[config.mk]
export PLATFORM = sky130hd
export DESIGN_NAME = multicycle_seq_flat
export DESIGN_NICKNAME = d
export VERILOG_FILES = /design/src/rtl/multicycle_seq_pkg.sv /design/src/rtl/multicycle_seq_if.sv /design/src/rtl/multicycle_seq_sat_counter.sv /design/src/rtl/multicycle_seq.sv /design/src/flat_wrapper.sv
export SDC_FILE = /design/constraint.sdc
export NUM_CORES = 1
export LEC_CHECK = 0
export ABC_AREA = 1
export BUFFER_PORTS_ARGS = -buffer_cell sky130_fd_sc_hd__buf_2
export CORE_MARGIN = 2
export CORE_UTILIZATION = 30
export DETAILED_ROUTE_END_ITERATION = 7
export SYNTH_ARGS = -nofsm -noshare
export SYNTH_HDL_FRONTEND = slang
export SYNTH_SLANG_ARGS = --single-unit
[constraint.sdc]
create_clock -name clk_i -period 1.95 [get_ports clk_i]
set_input_delay 0.0975 -clock clk_i [delete_from_list [all_inputs] [get_ports clk_i]]
set_output_delay 0.0975 -clock clk_i [all_outputs]
set_load 0.01 [all_outputs]
[src/rtl/multicycle_seq_pkg.sv]
// Shared definitions for the multi-cycle sequencer: FSM state encoding,
// default parameter values and a helper that sizes the wait counter.
package seq_pkg;

    typedef enum logic [2:0] {
        IDLE,
        FETCH,
        DECODE,
        EXEC,
        MEM,
        WB,
        HALT,
        ERR
    } state_e;

    localparam int PC_W_DEF    = 6;
    localparam int INSTR_W_DEF = 9;
    localparam int CNT_W_DEF   = 16;
    localparam int TIMEOUT_DEF = 15;

    // Width able to hold 0..t; never narrower than one bit.
    function automatic int wait_w(input int t);
        return (t < 2) ? 1 : $clog2(t + 1);
    endfunction

endpackage

[src/rtl/multicycle_seq_if.sv]
// Bus between the sequencer and its surroundings: instruction memory,
// data memory, combinational decoder/ALU and register-file write controls.
//   master : the sequencer (drives requests, pc, ir, write-back controls)
//   slave  : memories + decoder (drive acks, read data, decode flags)
interface multicycle_seq_if
    import seq_pkg::*;
#(
    parameter int PC_W    = PC_W_DEF,
    parameter int INSTR_W = INSTR_W_DEF
);
    logic               imem_req;
    logic               imem_ack;
    logic [INSTR_W-1:0] imem_rdata;
    logic [PC_W-1:0]    pc;
    logic [INSTR_W-1:0] ir;
    logic               is_load;
    logic               is_store;
    logic               is_halt;
    logic               reg_wen_dec;
    logic               jen;
    logic [PC_W-1:0]    jump_target;
    logic               dmem_req;
    logic               dmem_we;
    logic               dmem_ack;
    logic               rf_wen;
    logic               ld_sel;

    modport master (
        output imem_req, pc, ir, dmem_req, dmem_we, rf_wen, ld_sel,
        input  imem_ack, imem_rdata, is_load, is_store, is_halt,
               reg_wen_dec, jen, jump_target, dmem_ack
    );

    modport slave (
        input  imem_req, pc, ir, dmem_req, dmem_we, rf_wen, ld_sel,
        output imem_ack, imem_rdata, is_load, is_store, is_halt,
               reg_wen_dec, jen, jump_target, dmem_ack
    );
endinterface

[src/rtl/multicycle_seq_sat_counter.sv]
// Saturating up-counter with synchronous clear.
//   clk_i, rst_ni : clock, async active-low reset (count -> 0)
//   clr_i         : clear to 0 (wins over inc_i)
//   inc_i         : increment by one, holding at all-ones
//   cnt_o         : current count
module sat_counter #(
    parameter int W = 8
) (
    input  logic         clk_i,
    input  logic         rst_ni,
    input  logic         clr_i,
    input  logic         inc_i,
    output logic [W-1:0] cnt_o
);
    logic [W-1:0] cnt_q, cnt_d;

    always_comb begin
        cnt_d = cnt_q;
        if (clr_i)
            cnt_d = '0;
        else if (inc_i && (cnt_q != '1))
            cnt_d = cnt_q + 1'b1;
    end

    always_ff @(posedge clk_i or negedge rst_ni) begin
        if (!rst_ni) cnt_q <= '0;
        else         cnt_q <= cnt_d;
    end

    assign cnt_o = cnt_q;
endmodule

[src/rtl/multicycle_seq.sv]
// Multi-cycle instruction sequencer. Owns PC and instruction register and
// steps FETCH/DECODE/EXEC/(MEM)/WB with req/ack handshakes to variable
// latency instruction and data memories.
//   clk_i, rst_ni : clock, async active-low reset
//   start_i       : leave IDLE/HALT and restart at pc 0 with counters cleared
//   bus           : memory handshakes, decoder flags, pc/ir, write-back controls
//   done_o        : program halted
//   err_o         : an ack did not arrive within TIMEOUT cycles (sticky)
//   cycle_cnt_o   : active cycles, saturating
//   instr_cnt_o   : retired instructions (halt included), saturating
module multicycle_seq
    import seq_pkg::*;
#(
    parameter int PC_W    = PC_W_DEF,
    parameter int INSTR_W = INSTR_W_DEF,
    parameter int CNT_W   = CNT_W_DEF,
    parameter int TIMEOUT = TIMEOUT_DEF
) (
    input  logic                clk_i,
    input  logic                rst_ni,
    input  logic                start_i,
    multicycle_seq_if.master    bus,
    output logic                done_o,
    output logic                err_o,
    output logic [CNT_W-1:0]    cycle_cnt_o,
    output logic [CNT_W-1:0]    instr_cnt_o
);
    localparam int            WAIT_W    = wait_w(TIMEOUT);
    localparam bit            TO_EN     = (TIMEOUT > 0);
    // Compare against TIMEOUT-1: the cycle that would become the TIMEOUT-th
    // wait cycle is the last chance for an ack.
    localparam logic [WAIT_W-1:0] WAIT_LAST = WAIT_W'(TO_EN ? TIMEOUT - 1 : 0);

    state_e             state_q, state_d;
    logic [PC_W-1:0]    pc_q, pc_d;
    logic [INSTR_W-1:0] ir_q, ir_d;
    logic               load_q, load_d;
    logic               store_q, store_d;
    logic [WAIT_W-1:0]  wait_cnt;

    logic start_go, timeout_hit, active;
    logic imem_req, dmem_req, dmem_we, rf_wen, ld_sel, done, err;

    assign start_go    = start_i && ((state_q == IDLE) || (state_q == HALT));
    assign timeout_hit = TO_EN && (wait_cnt == WAIT_LAST);
    assign active      = state_q inside {FETCH, DECODE, EXEC, MEM, WB};

    // ---------------- FSM: state register ----------------
    always_ff @(posedge clk_i or negedge rst_ni) begin
        if (!rst_ni) state_q <= IDLE;
        else         state_q <= state_d;
    end

    // ---------------- FSM: next state ----------------
    always_comb begin
        state_d = state_q;
        case (state_q)
            IDLE:   if (start_i) state_d = FETCH;
            FETCH:  begin
                // ack wins over a simultaneous timeout
                if (bus.imem_ack)  state_d = DECODE;
                else if (timeout_hit) state_d = ERR;
            end
            DECODE: state_d = EXEC;
            EXEC:   begin
                if (bus.is_halt)                        state_d = HALT;
                else if (bus.is_load || bus.is_store)   state_d = MEM;
                else                                    state_d = WB;
            end
            MEM:    begin
                if (bus.dmem_ack)     state_d = WB;
                else if (timeout_hit) state_d = ERR;
            end
            WB:     state_d = FETCH;
            HALT:   if (start_i) state_d = FETCH;
            ERR:    state_d = ERR;
            default: state_d = IDLE;
        endcase
    end

    // ---------------- FSM: outputs ----------------
    // Pure functions of state_q so an async reset drops requests at once.
    always_comb begin
        imem_req = 1'b0;
        dmem_req = 1'b0;
        dmem_we  = 1'b0;
        rf_wen   = 1'b0;
        ld_sel   = 1'b0;
        done     = 1'b0;
        err      = 1'b0;
        case (state_q)
            FETCH: imem_req = 1'b1;
            MEM:   begin
                dmem_req = 1'b1;
                dmem_we  = store_q;
            end
            WB:    begin
                rf_wen = bus.reg_wen_dec && !store_q;
                ld_sel = load_q;
            end
            HALT:  done = 1'b1;
            ERR:   err  = 1'b1;
            default: ;
        endcase
    end

    // ---------------- datapath registers ----------------
    always_comb begin
        pc_d    = pc_q;
        ir_d    = ir_q;
        load_d  = load_q;
        store_d = store_q;
        if (start_go) pc_d = '0;
        case (state_q)
            FETCH: if (bus.imem_ack) ir_d = bus.imem_rdata;
            // Decode flags captured once so MEM/WB do not depend on the
            // decoder staying stable.
            EXEC:  begin
                load_d  = bus.is_load;
                store_d = bus.is_store;
            end
            WB:    pc_d = bus.jen ? bus.jump_target : pc_q + 1'b1;
            default: ;
        endcase
    end

    always_ff @(posedge clk_i or negedge rst_ni) begin
        if (!rst_ni) begin
            pc_q    <= '0;
            ir_q    <= '0;
            load_q  <= 1'b0;
            store_q <= 1'b0;
        end else begin
            pc_q    <= pc_d;
            ir_q    <= ir_d;
            load_q  <= load_d;
            store_q <= store_d;
        end
    end

    // ---------------- counters ----------------
    sat_counter #(.W(CNT_W)) u_cycle_cnt (
        .clk_i  (clk_i),
        .rst_ni (rst_ni),
        .clr_i  (start_go),
        .inc_i  (active),
        .cnt_o  (cycle_cnt_o)
    );

    sat_counter #(.W(CNT_W)) u_instr_cnt (
        .clk_i  (clk_i),
        .rst_ni (rst_ni),
        .clr_i  (start_go),
        .inc_i  ((state_q == WB) || ((state_q == EXEC) && bus.is_halt)),
        .cnt_o  (instr_cnt_o)
    );

    // Restarts on every state change; counts cycles spent waiting for an ack.
    sat_counter #(.W(WAIT_W)) u_wait_cnt (
        .clk_i  (clk_i),
        .rst_ni (rst_ni),
        .clr_i  (state_d != state_q),
        .inc_i  (((state_q == FETCH) && !bus.imem_ack) ||
                 ((state_q == MEM)   && !bus.dmem_ack)),
        .cnt_o  (wait_cnt)
    );

    assign bus.imem_req = imem_req;
    assign bus.dmem_req = dmem_req;
    assign bus.dmem_we  = dmem_we;
    assign bus.rf_wen   = rf_wen;
    assign bus.ld_sel   = ld_sel;
    assign bus.pc       = pc_q;
    assign bus.ir       = ir_q;
    assign done_o       = done;
    assign err_o        = err;
endmodule

[src/flat_wrapper.sv]
// flat-port wrapper written by rule: the top's interface ports become plain ports
module multicycle_seq_flat import seq_pkg::*;
#(
    parameter int PC_W    = PC_W_DEF,
    parameter int INSTR_W = INSTR_W_DEF,
    parameter int CNT_W   = CNT_W_DEF,
    parameter int TIMEOUT = TIMEOUT_DEF
)
  (clk_i, rst_ni, start_i, done_o, err_o, cycle_cnt_o, instr_cnt_o, bus_imem_req, bus_pc, bus_ir, bus_dmem_req, bus_dmem_we, bus_rf_wen, bus_ld_sel, bus_imem_ack, bus_imem_rdata, bus_is_load, bus_is_store, bus_is_halt, bus_reg_wen_dec, bus_jen, bus_jump_target, bus_dmem_ack);
  multicycle_seq_if #(.PC_W(PC_W), .INSTR_W(INSTR_W)) bus_i ();
  input  logic clk_i;
  input  logic rst_ni;
  input  logic start_i;
  output logic done_o;
  output logic err_o;
  output logic [CNT_W-1:0] cycle_cnt_o;
  output logic [CNT_W-1:0] instr_cnt_o;
  output wire logic [$bits(bus_i.imem_req)-1:0] bus_imem_req;
  output wire logic [$bits(bus_i.pc)-1:0] bus_pc;
  output wire logic [$bits(bus_i.ir)-1:0] bus_ir;
  output wire logic [$bits(bus_i.dmem_req)-1:0] bus_dmem_req;
  output wire logic [$bits(bus_i.dmem_we)-1:0] bus_dmem_we;
  output wire logic [$bits(bus_i.rf_wen)-1:0] bus_rf_wen;
  output wire logic [$bits(bus_i.ld_sel)-1:0] bus_ld_sel;
  input wire logic [$bits(bus_i.imem_ack)-1:0] bus_imem_ack;
  input wire logic [$bits(bus_i.imem_rdata)-1:0] bus_imem_rdata;
  input wire logic [$bits(bus_i.is_load)-1:0] bus_is_load;
  input wire logic [$bits(bus_i.is_store)-1:0] bus_is_store;
  input wire logic [$bits(bus_i.is_halt)-1:0] bus_is_halt;
  input wire logic [$bits(bus_i.reg_wen_dec)-1:0] bus_reg_wen_dec;
  input wire logic [$bits(bus_i.jen)-1:0] bus_jen;
  input wire logic [$bits(bus_i.jump_target)-1:0] bus_jump_target;
  input wire logic [$bits(bus_i.dmem_ack)-1:0] bus_dmem_ack;
  assign bus_imem_req = bus_i.imem_req;
  assign bus_pc = bus_i.pc;
  assign bus_ir = bus_i.ir;
  assign bus_dmem_req = bus_i.dmem_req;
  assign bus_dmem_we = bus_i.dmem_we;
  assign bus_rf_wen = bus_i.rf_wen;
  assign bus_ld_sel = bus_i.ld_sel;
  assign bus_i.imem_ack = bus_imem_ack;
  assign bus_i.imem_rdata = bus_imem_rdata;
  assign bus_i.is_load = bus_is_load;
  assign bus_i.is_store = bus_is_store;
  assign bus_i.is_halt = bus_is_halt;
  assign bus_i.reg_wen_dec = bus_reg_wen_dec;
  assign bus_i.jen = bus_jen;
  assign bus_i.jump_target = bus_jump_target;
  assign bus_i.dmem_ack = bus_dmem_ack;
  multicycle_seq #(.PC_W(PC_W), .INSTR_W(INSTR_W), .CNT_W(CNT_W), .TIMEOUT(TIMEOUT)) u_core (.clk_i(clk_i), .rst_ni(rst_ni), .start_i(start_i), .bus(bus_i), .done_o(done_o), .err_o(err_o), .cycle_cnt_o(cycle_cnt_o), .instr_cnt_o(instr_cnt_o));
endmodule
==> flow_summary.json <==
{
  "hold_viol": 0,
  "synth_compound_area_share_pct": 8.25,
  "crit_slowest_cell": "dfrtp_2",
  "start_util_pct": 30.9,
  "wl_um": 8120,
  "synth-async-reset-ratio_pct": 100,
  "port_buffers": 78,
  "clkTransAtPathRegs_ns": 0.10,
  "dpl_worst_slack_ns": 0.197,
  "synthesis.instances": 432,
  "yosys.area.top_type": "dfrtp_1",
  "syn-cell-area_mm2": 0.00337,
  "p_total_mw": 4.75,
  "antenna_left": 0,
  "setup_slack_ns": 0.226,
  "fin_nets": 549,
  "numCtsBuffers": 5,
  "cts_buffer_depth": 2,
  "drtPass1Iterations": 5,
  "relSlewSlack_pct": 74.6,
  "crit_chain": "ha_1 -> nand3_1 -> nor3_2 -> nand3_1 -> nand2_4 -> nand2_4 -> inv_1 -> nand2_1 -> nand2_1",
  "power_density_mw_per_mm2": 1170,
  "crit_required_ns": 2.20,
  "die_h_um": 110,
  "fin_crit_sh_pct": 88.4,
  "max_cap_violations": 0,
  "tns_ns": 0,
  "yosys_warnings": 0,
  "io_pins": 79,
  "core_area_mm2": 0.0109,
  "yosysUniqueCellTypes": 35,
  "synth_fa_ha_area_share_pct": 1.86,
  "synth-seq-cells": 56,
  "setup_viol": 0,
  "grt_max_degree": 57,
  "hold_path_depth": 3,
  "reg2reg_depth": 9,
  "layout-drive-gt1-share_pct": 24.0,
  "hold_path_class": "in2reg",
  "grt_pass1_wl_um": 13600,
  "diodes": 0,
  "htree_num_levels": 2,
  "fp-row-count": 38,
  "synth.avg_cell_area_um2": 7.79,
  "synth_top_area_share_pct": 41.6,
  "status": "finished, final reports clean",
  "cts_setup_buffers": 0,
  "gp_congestion": 0.861,
  "num-fill-cells": 1131,
  "cts_tree": "done",
  "ys.flop_type": "dfrtp_1",
  "vias": 3121,
  "path_depth": 9,
  "synth_edf_count": 0,
  "rsz0062_at_grt": "false",
  "vdd_drop_max_uv": 516,
  "mostFrequentLayoutCell": "nand2_1",
  "synthXorXnorAreaFrac_pct": 6.50,
  "worstPathArrival_ns": 1.97,
  "grt-ovfl-total": 0,
  "via_per_inst": 4.73,
  "layout_min_cycle_time_ns": 1.72,
  "die_x_um": 110,
  "grt_usage_pct": 14.1,
  "fmax_ghz": 0.580,
  "clock_sinks": 56,
  "synth-simple-area-share_pct": 31.6,
  "clock-root-buffer": "clkbuf_8",
  "synthTopCellsByArea": "dfrtp_1 (42%), nand2_1 (10%), nand3_1 (6.4%), xor2_1 (6.2%), inv_1 (5.5%)",
  "crit_type": "reg2reg",
  "critical-path-max-stage-delay_ns": 0.43,
  "area_growth_pct": 20.3,
  "startpoint_type": "flop",
  "grt_pass1_vias": 2936,
  "die-area_mm2": 0.0121,
  "synth.area.mux_share_pct": 3.01,
  "antenna_found_initial": 0,
  "drtIter0Drc": 175,
  "wire_per_inst_um": 12.3,
  "drc": 0,
  "drv_slew": 0,
  "power.leakage_nw": 2.05,
  "critPathTopFamily": "simple AND/OR/NAND/NOR gates",
  "cp-end-kind": "flop",
  "cp_max_fo": 14,
  "most-common-layout-cells": "nand2_1 (94), buf_2 (78), dfrtp_1 (55)",
  "fin_skew_ns": 0.00880,
  "dp_hpwl_um": 6310,
  "clock_latency_ns": 0.30,
  "seq_area_frac_synth_pct": 41.6,
  "synth_top_family_by_area": "simple AND/OR/NAND/NOR gates",
  "cp.buffers_inverters": 1,
  "syn_nets": 462,
  "worst-slew-pin-transition_ns": 0.379
}
==> worst reg2reg max path: stages (launching register included) <==
cell     delay [ns]
dfrtp_2        0.43
ha_1           0.23
nand3_1        0.13
nor3_2         0.18
nand3_1        0.17
nand2_4        0.15
nand2_4        0.12
inv_1          0.13
nand2_1        0.06
nand2_1        0.06
==> flip-flops by register name, summed over array words and instances (netlist names) <==
register                  cells
u_core.bus.ir                 9
u_core.bus.pc                 6
u_core.load_q                 1
u_core.state_q                3
u_core.store_q                1
u_core.u_cycle_cnt.cnt_o     16
u_core.u_instr_cnt.cnt_o     16
u_core.u_wait_cnt.cnt_o       4
==> logic make-up (layout without fill, tap and decap cells) <==
logic type      after synthesis  count (layout)
fa+ha+maj                     5               5
xor+xnor                     25              25
mux                           9               9
flops                        56              56
compound gates               46              46
simple gates                232             232
buf+inv                      59             147
==> cells in the mapped netlist, types with 2 or more instances <==
| cell | number |
|---|---|
| nand2_1 | 94 |
| dfrtp_1 | 56 |
| inv_1 | 49 |
| nor2_1 | 49 |
| nand3_1 | 43 |
| xor2_1 | 24 |
| o21ai_0 | 19 |
| nor3_1 | 17 |
| mux2_2 | 9 |
| nand4_1 | 8 |
| a21oi_1 | 7 |
| o21ai_1 | 6 |
| ha_1 | 5 |
| inv_2 | 5 |
| nand2_4 | 5 |
| o31ai_1 | 5 |
| nand2_2 | 4 |
| nor2_2 | 4 |
| buf_2 | 3 |
| nand3_2 | 3 |
| buf_6 | 2 |
| o22ai_1 | 2 |
==> stage by stage <==
stage                     util, %  std cells  hold WS (ns)  area [um2]
after global placement       36.2        650         0.126        3950
after global routing         37.2        660       0.00776        4050
final                        37.2        660        0.0228        4050
after CTS                    37.1        659        0.0131        4040
after detailed placement     36.2        650         0.125        3950
after floorplan                 -        432        -0.198        3370
==> worst paths after layout <==
path                            slack (ns)                      endpoint                   startpoint
worst max-delay path                  0.23  u_core.u_instr_cnt.cnt_o[14]  u_core.u_instr_cnt.cnt_o[0]
worst min-delay path                  0.02                 u_core.load_q                  bus_is_load
worst max register to register        0.23  u_core.u_instr_cnt.cnt_o[14]  u_core.u_instr_cnt.cnt_o[0]
worst min register to register        0.52              u_core.bus.ir[8]             u_core.bus.ir[8]
max in group asynchronous             1.38   u_core.u_instr_cnt.cnt_o[0]                       rst_ni
min in group asynchronous             0.31   u_core.u_cycle_cnt.cnt_o[1]                       rst_ni
==> where the power goes <==
part           internal [mW]  switching (mW)
clock                  0.258           0.370
sequential              1.49           0.344
combinational          0.831            1.46
total                   2.58            2.17
==> metal layers <==
metal | up-vias | share of wire, % | global-route usage [%]
li1 | 1580 | - | -
met1 | 1447 | 47 | 19.0
met2 | 89 | 45 | 22.9
met3 | 5 | 7.3 | 3.79
met4 | 0 | 0.49 | 2.26
met5 | - | 0 | 0
==> final cells by class <==
| class | instances | area [um2] | share of cell area (%) |
|---|---|---|---|
| clock inverters | 1 | 8.76 | 0.216 |
| well taps | 140 | 175 | 4.32 |
| inverters | 54 | 203 | 5.00 |
| clock buffers | 7 | 76.3 | 1.88 |
| flip-flops and latches | 56 | 1400 | 34.6 |
| multi-input cells | 317 | 1730 | 42.6 |
| repair buffers | 85 | 460 | 11.4 |
==> timing repair <==
item                       4_1_cts  5_1_grt
hold buffers                     1        1
gates resized for setup          0        1
hold endpoints to repair        56        1
setup endpoints to repair        0        4
No activity file was read; power rests on OpenSTA's default activity.
